===== config.mk =====
export PLATFORM = sky130hd
export DESIGN_NAME = wb_arbiter_flat
export DESIGN_NICKNAME = d
export VERILOG_FILES = /design/src/rtl/wb_pkg.sv /design/src/rtl/wb_arbiter_if.sv /design/src/rtl/wb_fifo.sv /design/src/rtl/wb_arbiter.sv /design/src/flat_wrapper.sv
export SDC_FILE = /design/constraint.sdc
export NUM_CORES = 1
export LEC_CHECK = 0
export CAP_MARGIN = 20
export CORE_UTILIZATION = 25
export CTS_CLUSTER_DIAMETER = 200
export DETAILED_ROUTE_END_ITERATION = 12
export MAX_ROUTING_LAYER = met4
export PLACE_DENSITY_LB_ADDON = 0.25
export SETUP_SLACK_MARGIN = 0.02
export SLEW_MARGIN = 10
export SYNTH_ARGS = -nofsm -noshare
export SYNTH_HDL_FRONTEND = slang
export SYNTH_SLANG_ARGS = --single-unit

===== constraint.sdc =====
create_clock -name clk -period 2.5 [get_ports clk]
set_clock_uncertainty 0.05 [all_clocks]
set_input_delay 0.25 -clock clk [delete_from_list [all_inputs] [get_ports clk]]
set_output_delay 0.25 -clock clk [all_outputs]
set_load 0.02 [all_outputs]

===== src/rtl/wb_pkg.sv =====
// Shared types and default widths for the writeback arbiter slice.
// Optional lookup feature is enabled with WB_PENDING_EN.
package wb_pkg;

  localparam int WB_DATA_W = 16;
  localparam int WB_ADDR_W = 4;
  localparam int WB_DEPTH  = 4;

  typedef struct packed {
    logic                 live;
    logic [WB_ADDR_W-1:0] addr;
    logic [WB_DATA_W-1:0] data;
  } wb_entry_t;

  // A dead entry never matches, so killed loads drop out of lookups and kills alike.
  function automatic logic addr_hit(input logic live, input logic [WB_ADDR_W-1:0] a,
                                    input logic [WB_ADDR_W-1:0] b);
    return live && (a == b);
  endfunction

endpackage


===== src/rtl/wb_arbiter_if.sv =====
// Bus between the ALU/load producers and the writeback arbiter.
// WB_PENDING_EN adds the lk_a/lk_pending register-busy lookup.
interface wb_arbiter_if #(
  parameter int DATA_W = wb_pkg::WB_DATA_W,
  parameter int ADDR_W = wb_pkg::WB_ADDR_W,
  parameter int DEPTH  = wb_pkg::WB_DEPTH
);
  localparam int CNT_W = $clog2(DEPTH) + 1;

  logic              alu_valid;
  logic [ADDR_W-1:0] alu_wa;
  logic [DATA_W-1:0] alu_wd;
  logic              mem_valid;
  logic              mem_ready;
  logic [ADDR_W-1:0] mem_wa;
  logic [DATA_W-1:0] mem_wd;
  logic              rw;
  logic [ADDR_W-1:0] wa;
  logic [DATA_W-1:0] wd;
  logic [CNT_W-1:0]  fifo_count;
`ifdef WB_PENDING_EN
  logic [ADDR_W-1:0] lk_a;
  logic              lk_pending;

  modport master (
    output alu_valid, alu_wa, alu_wd, mem_valid, mem_wa, mem_wd, lk_a,
    input  mem_ready, rw, wa, wd, fifo_count, lk_pending
  );
  modport slave (
    input  alu_valid, alu_wa, alu_wd, mem_valid, mem_wa, mem_wd, lk_a,
    output mem_ready, rw, wa, wd, fifo_count, lk_pending
  );
`else
  modport master (
    output alu_valid, alu_wa, alu_wd, mem_valid, mem_wa, mem_wd,
    input  mem_ready, rw, wa, wd, fifo_count
  );
  modport slave (
    input  alu_valid, alu_wa, alu_wd, mem_valid, mem_wa, mem_wd,
    output mem_ready, rw, wa, wd, fifo_count
  );
`endif

endinterface


===== src/rtl/wb_fifo.sv =====
// Circular load buffer with per-entry kill-by-address.
// WB_PENDING_EN exposes a per-slot live address match vector.
module wb_fifo
  import wb_pkg::*;
#(
  parameter int DEPTH = WB_DEPTH
) (
  input  logic                       clk,
  input  logic                       reset,
  input  logic                       push,
  input  wb_entry_t                  push_entry,
  input  logic                       pop,
  input  logic                       kill_valid,
  input  logic [WB_ADDR_W-1:0]       kill_addr,
  output wb_entry_t                  head,
  output logic [$clog2(DEPTH):0]     count,
  output logic                       empty,
  output logic                       full
`ifdef WB_PENDING_EN
  ,
  input  logic [WB_ADDR_W-1:0]       lk_a,
  output logic [DEPTH-1:0]           match_vec
`endif
);

  localparam int PTR_W = $clog2(DEPTH);
  localparam int CNT_W = PTR_W + 1;

  wb_entry_t        slots_r [DEPTH];
  logic [PTR_W-1:0] wr_ptr_r;
  logic [PTR_W-1:0] rd_ptr_r;
  logic [CNT_W-1:0] count_r;

  // Slot storage, pointers and occupancy. Popped slots are cleared to dead so
  // unoccupied slots can never match a kill or a lookup.
  always_ff @(posedge clk) begin
    if (reset) begin
      wr_ptr_r <= {PTR_W{1'b0}};
      rd_ptr_r <= {PTR_W{1'b0}};
      count_r  <= {CNT_W{1'b0}};
      for (int i = 0; i < DEPTH; i++) begin
        slots_r[i] <= '0;
      end
    end else begin
      for (int i = 0; i < DEPTH; i++) begin
        if (kill_valid && (slots_r[i].addr == kill_addr)) begin
          slots_r[i].live <= 1'b0;
        end
      end
      if (pop) begin
        slots_r[rd_ptr_r].live <= 1'b0;
        rd_ptr_r               <= rd_ptr_r + 1'b1;
      end
      if (push) begin
        slots_r[wr_ptr_r] <= push_entry;
        wr_ptr_r          <= wr_ptr_r + 1'b1;
      end
      case ({push, pop})
        2'b10:   count_r <= count_r + 1'b1;
        2'b01:   count_r <= count_r - 1'b1;
        default: count_r <= count_r;
      endcase
    end
  end

  assign head  = slots_r[rd_ptr_r];
  assign count = count_r;
  assign empty = (count_r == {CNT_W{1'b0}});
  assign full  = (count_r == CNT_W'(DEPTH));

`ifdef WB_PENDING_EN
  // Live-entry address match for the decode-stage lookup.
  always_comb begin
    match_vec = {DEPTH{1'b0}};
    for (int i = 0; i < DEPTH; i++) begin
      match_vec[i] = addr_hit(slots_r[i].live, slots_r[i].addr, lk_a);
    end
  end
`endif

endmodule


===== src/rtl/wb_arbiter.sv =====
// Writeback arbiter: ALU results take the regfile port, queued loads fill idle cycles.
// Define WB_PENDING_EN to add the lk_a/lk_pending busy-register lookup.
module wb_arbiter
  import wb_pkg::*;
#(
  parameter int DATA_W = WB_DATA_W,
  parameter int ADDR_W = WB_ADDR_W,
  parameter int DEPTH  = WB_DEPTH
) (
  input logic          clk,
  input logic          reset,
  wb_arbiter_if.slave  bus
);

  localparam int CNT_W = $clog2(DEPTH) + 1;

  logic              push_s;
  logic              pop_s;
  wb_entry_t         push_entry_s;
  wb_entry_t         head_s;
  logic [CNT_W-1:0]  count_s;
  logic              empty_s;
  logic              full_s;
  logic              rw_r;
  logic [ADDR_W-1:0] wa_r;
  logic [DATA_W-1:0] wd_r;
`ifdef WB_PENDING_EN
  logic [DEPTH-1:0]  match_vec_s;
`endif

  assign bus.mem_ready = !reset && !full_s;
  assign push_s        = bus.mem_valid && bus.mem_ready;
  assign pop_s         = !bus.alu_valid && !empty_s;

  // A load arriving alongside an ALU write to the same register is older, so it enters dead.
  always_comb begin
    push_entry_s      = '0;
    push_entry_s.live = !(bus.alu_valid && (bus.alu_wa == bus.mem_wa));
    push_entry_s.addr = bus.mem_wa;
    push_entry_s.data = bus.mem_wd;
  end

  wb_fifo #(
    .DEPTH (DEPTH)
  ) u_fifo (
    .clk        (clk),
    .reset      (reset),
    .push       (push_s),
    .push_entry (push_entry_s),
    .pop        (pop_s),
    .kill_valid (bus.alu_valid),
    .kill_addr  (bus.alu_wa),
    .head       (head_s),
    .count      (count_s),
    .empty      (empty_s),
    .full       (full_s)
`ifdef WB_PENDING_EN
    ,
    .lk_a       (bus.lk_a),
    .match_vec  (match_vec_s)
`endif
  );

  // Output register: ALU first, then FIFO head; a dead head burns the cycle with rw=0.
  always_ff @(posedge clk) begin
    if (reset) begin
      rw_r <= 1'b0;
      wa_r <= {ADDR_W{1'b0}};
      wd_r <= {DATA_W{1'b0}};
    end else if (bus.alu_valid) begin
      rw_r <= 1'b1;
      wa_r <= bus.alu_wa;
      wd_r <= bus.alu_wd;
    end else if (pop_s && head_s.live) begin
      rw_r <= 1'b1;
      wa_r <= head_s.addr;
      wd_r <= head_s.data;
    end else begin
      rw_r <= 1'b0;
      wa_r <= wa_r;
      wd_r <= wd_r;
    end
  end

  assign bus.rw         = rw_r;
  assign bus.wa         = wa_r;
  assign bus.wd         = wd_r;
  assign bus.fifo_count = count_s;

`ifdef WB_PENDING_EN
  assign bus.lk_pending = (|match_vec_s) || (rw_r && (wa_r == bus.lk_a));
`endif

endmodule


===== src/flat_wrapper.sv =====
// flat-port wrapper written by rule: the top's interface ports become plain ports
module wb_arbiter_flat import wb_pkg::*;
#(
  parameter int DATA_W = WB_DATA_W,
  parameter int ADDR_W = WB_ADDR_W,
  parameter int DEPTH  = WB_DEPTH
)
  (clk, reset, bus_alu_valid, bus_alu_wa, bus_alu_wd, bus_mem_valid, bus_mem_wa, bus_mem_wd, bus_mem_ready, bus_rw, bus_wa, bus_wd, bus_fifo_count);
  wb_arbiter_if #(.DATA_W(DATA_W), .ADDR_W(ADDR_W), .DEPTH(DEPTH)) bus_i ();
  input logic clk;
  input logic reset;
  input wire logic [$bits(bus_i.alu_valid)-1:0] bus_alu_valid;
  input wire logic [$bits(bus_i.alu_wa)-1:0] bus_alu_wa;
  input wire logic [$bits(bus_i.alu_wd)-1:0] bus_alu_wd;
  input wire logic [$bits(bus_i.mem_valid)-1:0] bus_mem_valid;
  input wire logic [$bits(bus_i.mem_wa)-1:0] bus_mem_wa;
  input wire logic [$bits(bus_i.mem_wd)-1:0] bus_mem_wd;
  output wire logic [$bits(bus_i.mem_ready)-1:0] bus_mem_ready;
  output wire logic [$bits(bus_i.rw)-1:0] bus_rw;
  output wire logic [$bits(bus_i.wa)-1:0] bus_wa;
  output wire logic [$bits(bus_i.wd)-1:0] bus_wd;
  output wire logic [$bits(bus_i.fifo_count)-1:0] bus_fifo_count;
  assign bus_i.alu_valid = bus_alu_valid;
  assign bus_i.alu_wa = bus_alu_wa;
  assign bus_i.alu_wd = bus_alu_wd;
  assign bus_i.mem_valid = bus_mem_valid;
  assign bus_i.mem_wa = bus_mem_wa;
  assign bus_i.mem_wd = bus_mem_wd;
  assign bus_mem_ready = bus_i.mem_ready;
  assign bus_rw = bus_i.rw;
  assign bus_wa = bus_i.wa;
  assign bus_wd = bus_i.wd;
  assign bus_fifo_count = bus_i.fifo_count;
  wb_arbiter #(.DATA_W(DATA_W), .ADDR_W(ADDR_W), .DEPTH(DEPTH)) u_core (.clk(clk), .reset(reset), .bus(bus_i));
endmodule

==> results summary <==
The mean routed wirelength per cell is 17.2 microns. The floorplan step defined a die boundary enclosing 0.0222 sq mm. The library cells used most frequently in the layout, excluding fill and tap cells, are edfxtp_1, and3_1, clkdlybuf4s50_1. The summed negative setup slack over all endpoints came out at 0 ps. The pin slew with the least headroom to its limit came out at 499 ps.

The tree built by TritonCTS fans out to 114 sinks. The flow ran to the end, and the final reports show no timing, DRC or antenna violations. Port buffering added 68 buffers.

STA puts the critical path data required time at 2790 ps. The peak supply drop is 0.417 mV. The tool flagged a number of max-cap violations equal to 0.

Together, buffers and inverters on the worst path number 3. Based on the critical path, the design can be clocked at up to 0.458 GHz. After detailed routing, the number of remaining DRC violations is 0.

The most numerous cell type found on the critical path is inv_1. The number of antenna violations at the first check in global routing came out at 0. Post-CTS repair changed the size of 0 cells. The count of TritonRoute iterations in the first routing pass is 4.

The data arrival time of the critical path came out at 2470 ps. The remaining antenna violation count came out at 0. The source-to-sink clock delay at the later pin of the worst-skew pair is 410 ps. The final clock period utilization by the worst path came out at 87.3%.

The tightest slew margin relative to the limit came out at 66.5%. The count of standard-cell rows came out at 53. Grouping stages by cell kind, the critical path spends the most delay in simple AND/OR/NAND/NOR gates. The sequential share of the synthesized area is 57.8%. The clock buffer count from CTS came out at 17. The number of nets in the final layout is 553. The clock tree from TritonCTS is built.

The largest net degree at the start of global routing came out at 53. The number of different library cells used by synthesis comes to 35. The share of final-layout standard cells stronger than drive strength 1 is 17.2%. The startpoint type of the worst setup path is a register.

The post-synthesis instance total is 432. The total global routing track utilization is 13.0%. For this run, the leading register cell type out of synthesis is edfxtp_1. The die width is 149 microns. The static leakage came out at 2.81 nW. The number of global-route vias before repair came out at 3644. The tree is rooted in a clkbuf_16. The post-CTS repair timing setup buffer count is 0. The register bit count reported by yosys came out at 114. The count of vias placed by the detailed router is 3658.

The wire length of the first global-routing pass is 21.0 mm. Dividing the detail-routed via count by the number of cells gives 4.65. Counting tap cells, the placed design contains a total of 755 instances. The start point of the critical path is u_core.u_fifo.count[2]. Setup repair after global routing left no endpoint under its margin.

The maximum root-to-sink buffer count came out at 2. The total power divided by cell area is 899 mW/mm^2. Counting every net in the synthesized netlist gives 486. The worst register-to-register path has a setup slack of 320 ps. The number of hold buffers added after CTS was 0. The core outline area came out at 0.0211 sq mm. In this run the worst path has a maximum fanout of 5. The die extent in y came out at 149 microns.

The routed wire length is 13.5 mm. The starting density of the core is 25.6%. Walking the worst path, the cells encountered are nor3b_1, buf_4, nor3b_4, inv_1, ha_1, inv_1, fa_1, xor2_1, or3_1, a21oi_1. The synthesized cell area is 0.00541 sq mm. The clock transition time at the flip-flop clock pins of the worst setup and hold paths came out at 60 ps.

The min-delay analysis places its worst path in the category in2reg. The total count of max-transition violations in the final report came out at 0. The total non-filler cell area in the finished layout is 0.00708 sq mm. The endpoint kind of the worst setup timing path is a register. The average instance area after synthesis is 12.5 sq um. The H-tree depth reported by CTS came out at 4. For this run, the number of Yosys warnings is 0. The critical path is of the reg2reg type. The area growth from synthesis to final layout is 30.9%. The number of enable flip-flop cells after synthesis is 84. The library cell used most frequently in the layout, excluding fill and tap cells, is edfxtp_1.

Among all stages on the critical path, the largest delay is contributed by dfxtp_1. On the worst path, the slowest cell contributes a delay of 370 ps. The half-perimeter wire length of the detailed placement result came out at 8.68 mm. The final period demand of the worst path came out at 2180 ps. 0 antenna diodes ended up in the layout. The fraction of registers with async set or reset after synthesis is 0%. In this run the critical register-to-register path is launched from u_core.u_fifo.count[2]. For this block, the initial DRC count from the detailed router was 243. The remaining global-route overflow came out at 0. The post-route non-filler standard cell count is 787. In this run the most critical hold path is launched from bus_alu_wd[4].

The final number of hold-violating endpoints is 0. After detailed placement, the total cell area comes to 0.00648 sq mm. The final estimated routing congestion in global placement is 0.778. 69 I/O pins were placed. Setup violations remaining at the end of the flow were counted as 0.
[through the flow]
| step | power (mW) | hold slack (ps) | utilization (%) | worst slack, ps |
|---|---|---|---|---|
| after floorplan | 3.39 | 367 | - | 135 |
| after detailed placement | 3.99 | 442 | 30.7 | 228 |
| after global placement | 3.97 | 421 | 30.7 | 243 |
| after CTS | 6.43 | 383 | 33.6 | 299 |
| final | 6.36 | 388 | 33.6 | 318 |
| after global routing | 6.64 | 392 | 33.6 | 113 |
[metal layers]
layer  up-vias  track usage [%]  wire length (microns)
met5         -                -                      0
met3        10             3.21                    773
met2       104             20.0                   6270
met4         0             3.98                    138
li1       1731                -                      -
met1      1813             16.8                   6340
[cell usage after synthesis, types with 5 or more instances]
| cell type | n | area [sq um] |
|---|---|---|
| edfxtp_1 | 84 | 2520 |
| and3_1 | 80 | 500 |
| nand2_1 | 41 | 154 |
| clkbuf_1 | 32 | 120 |
| dfxtp_1 | 30 | 601 |
| nor2_1 | 28 | 105 |
| mux4_2 | 21 | 473 |
| xnor2_1 | 17 | 149 |
| inv_1 | 12 | 45.0 |
| a21oi_1 | 11 | 55.1 |
| a311oi_1 | 10 | 87.6 |
| a311oi_2 | 10 | 150 |
| ha_1 | 9 | 113 |
| buf_2 | 6 | 30.0 |
| or3_1 | 5 | 31.3 |
[path summary, 6_finish.rpt]
path | endpoint | cells past startpoint
setup / recovery | u_core.u_fifo.count[2] | 10
hold / removal | u_core.bus.wd[4] | 3
setup reg to reg | u_core.u_fifo.count[2] | 10
hold reg to reg | u_core.bus.wa[3] | 2
[cell families (layout without fill, tap and decap cells)]
| kind of cell | Yosys count | after routing | share of synthesized area (%) |
|---|---|---|---|
| AOI/OAI and AO/OA | 38 | 38 | 6.39 |
| xor gates and xnor gates | 21 | 21 | 3.40 |
| adders and majority gates | 10 | 10 | 2.45 |
| buffers and inverters | 52 | 132 | 3.96 |
| DFF | 114 | 114 | 57.8 |
| muxes | 21 | 21 | 8.75 |
| and+or+nand+nor | 176 | 176 | 17.3 |
[report_power, final]
group	switching [mW]	internal, mW
sequential	0.111	2.26
combinational	0.831	0.735
clock	0.934	1.49
total	1.88	4.49
[layout make-up]
type,count,area [sq um]
Clock inverter,15,171
Timing Repair Buffer,88,893
Multi-Input combinational cell,266,2080
Inverter,12,45.0
Tap cell,275,344
Fill cell,2068,14000
Clock buffer,17,425
Sequential cell,114,3120
[worst register-to-register path, stage by stage, from the launching register on]
cell and delay (ps):
dfxtp_1 370, nor3b_1 220, buf_4 160, nor3b_4 50, inv_1 60, ha_1 170
inv_1 60, fa_1 370, xor2_1 160, or3_1 320, a21oi_1 140
[registers in the layout (all words and copies together) (netlist names), named ones only]
signal	flops
u_core.u_fifo.count	3
u_core.u_fifo.rd_ptr_r	2
u_core.bus.wd	16
u_core.bus.wa	4
u_core.u_fifo.wr_ptr_r	2
u_core.bus.rw	1
u_core.u_fifo.slots_r	84
Note: power is estimated with default switching activity, not from simulation.
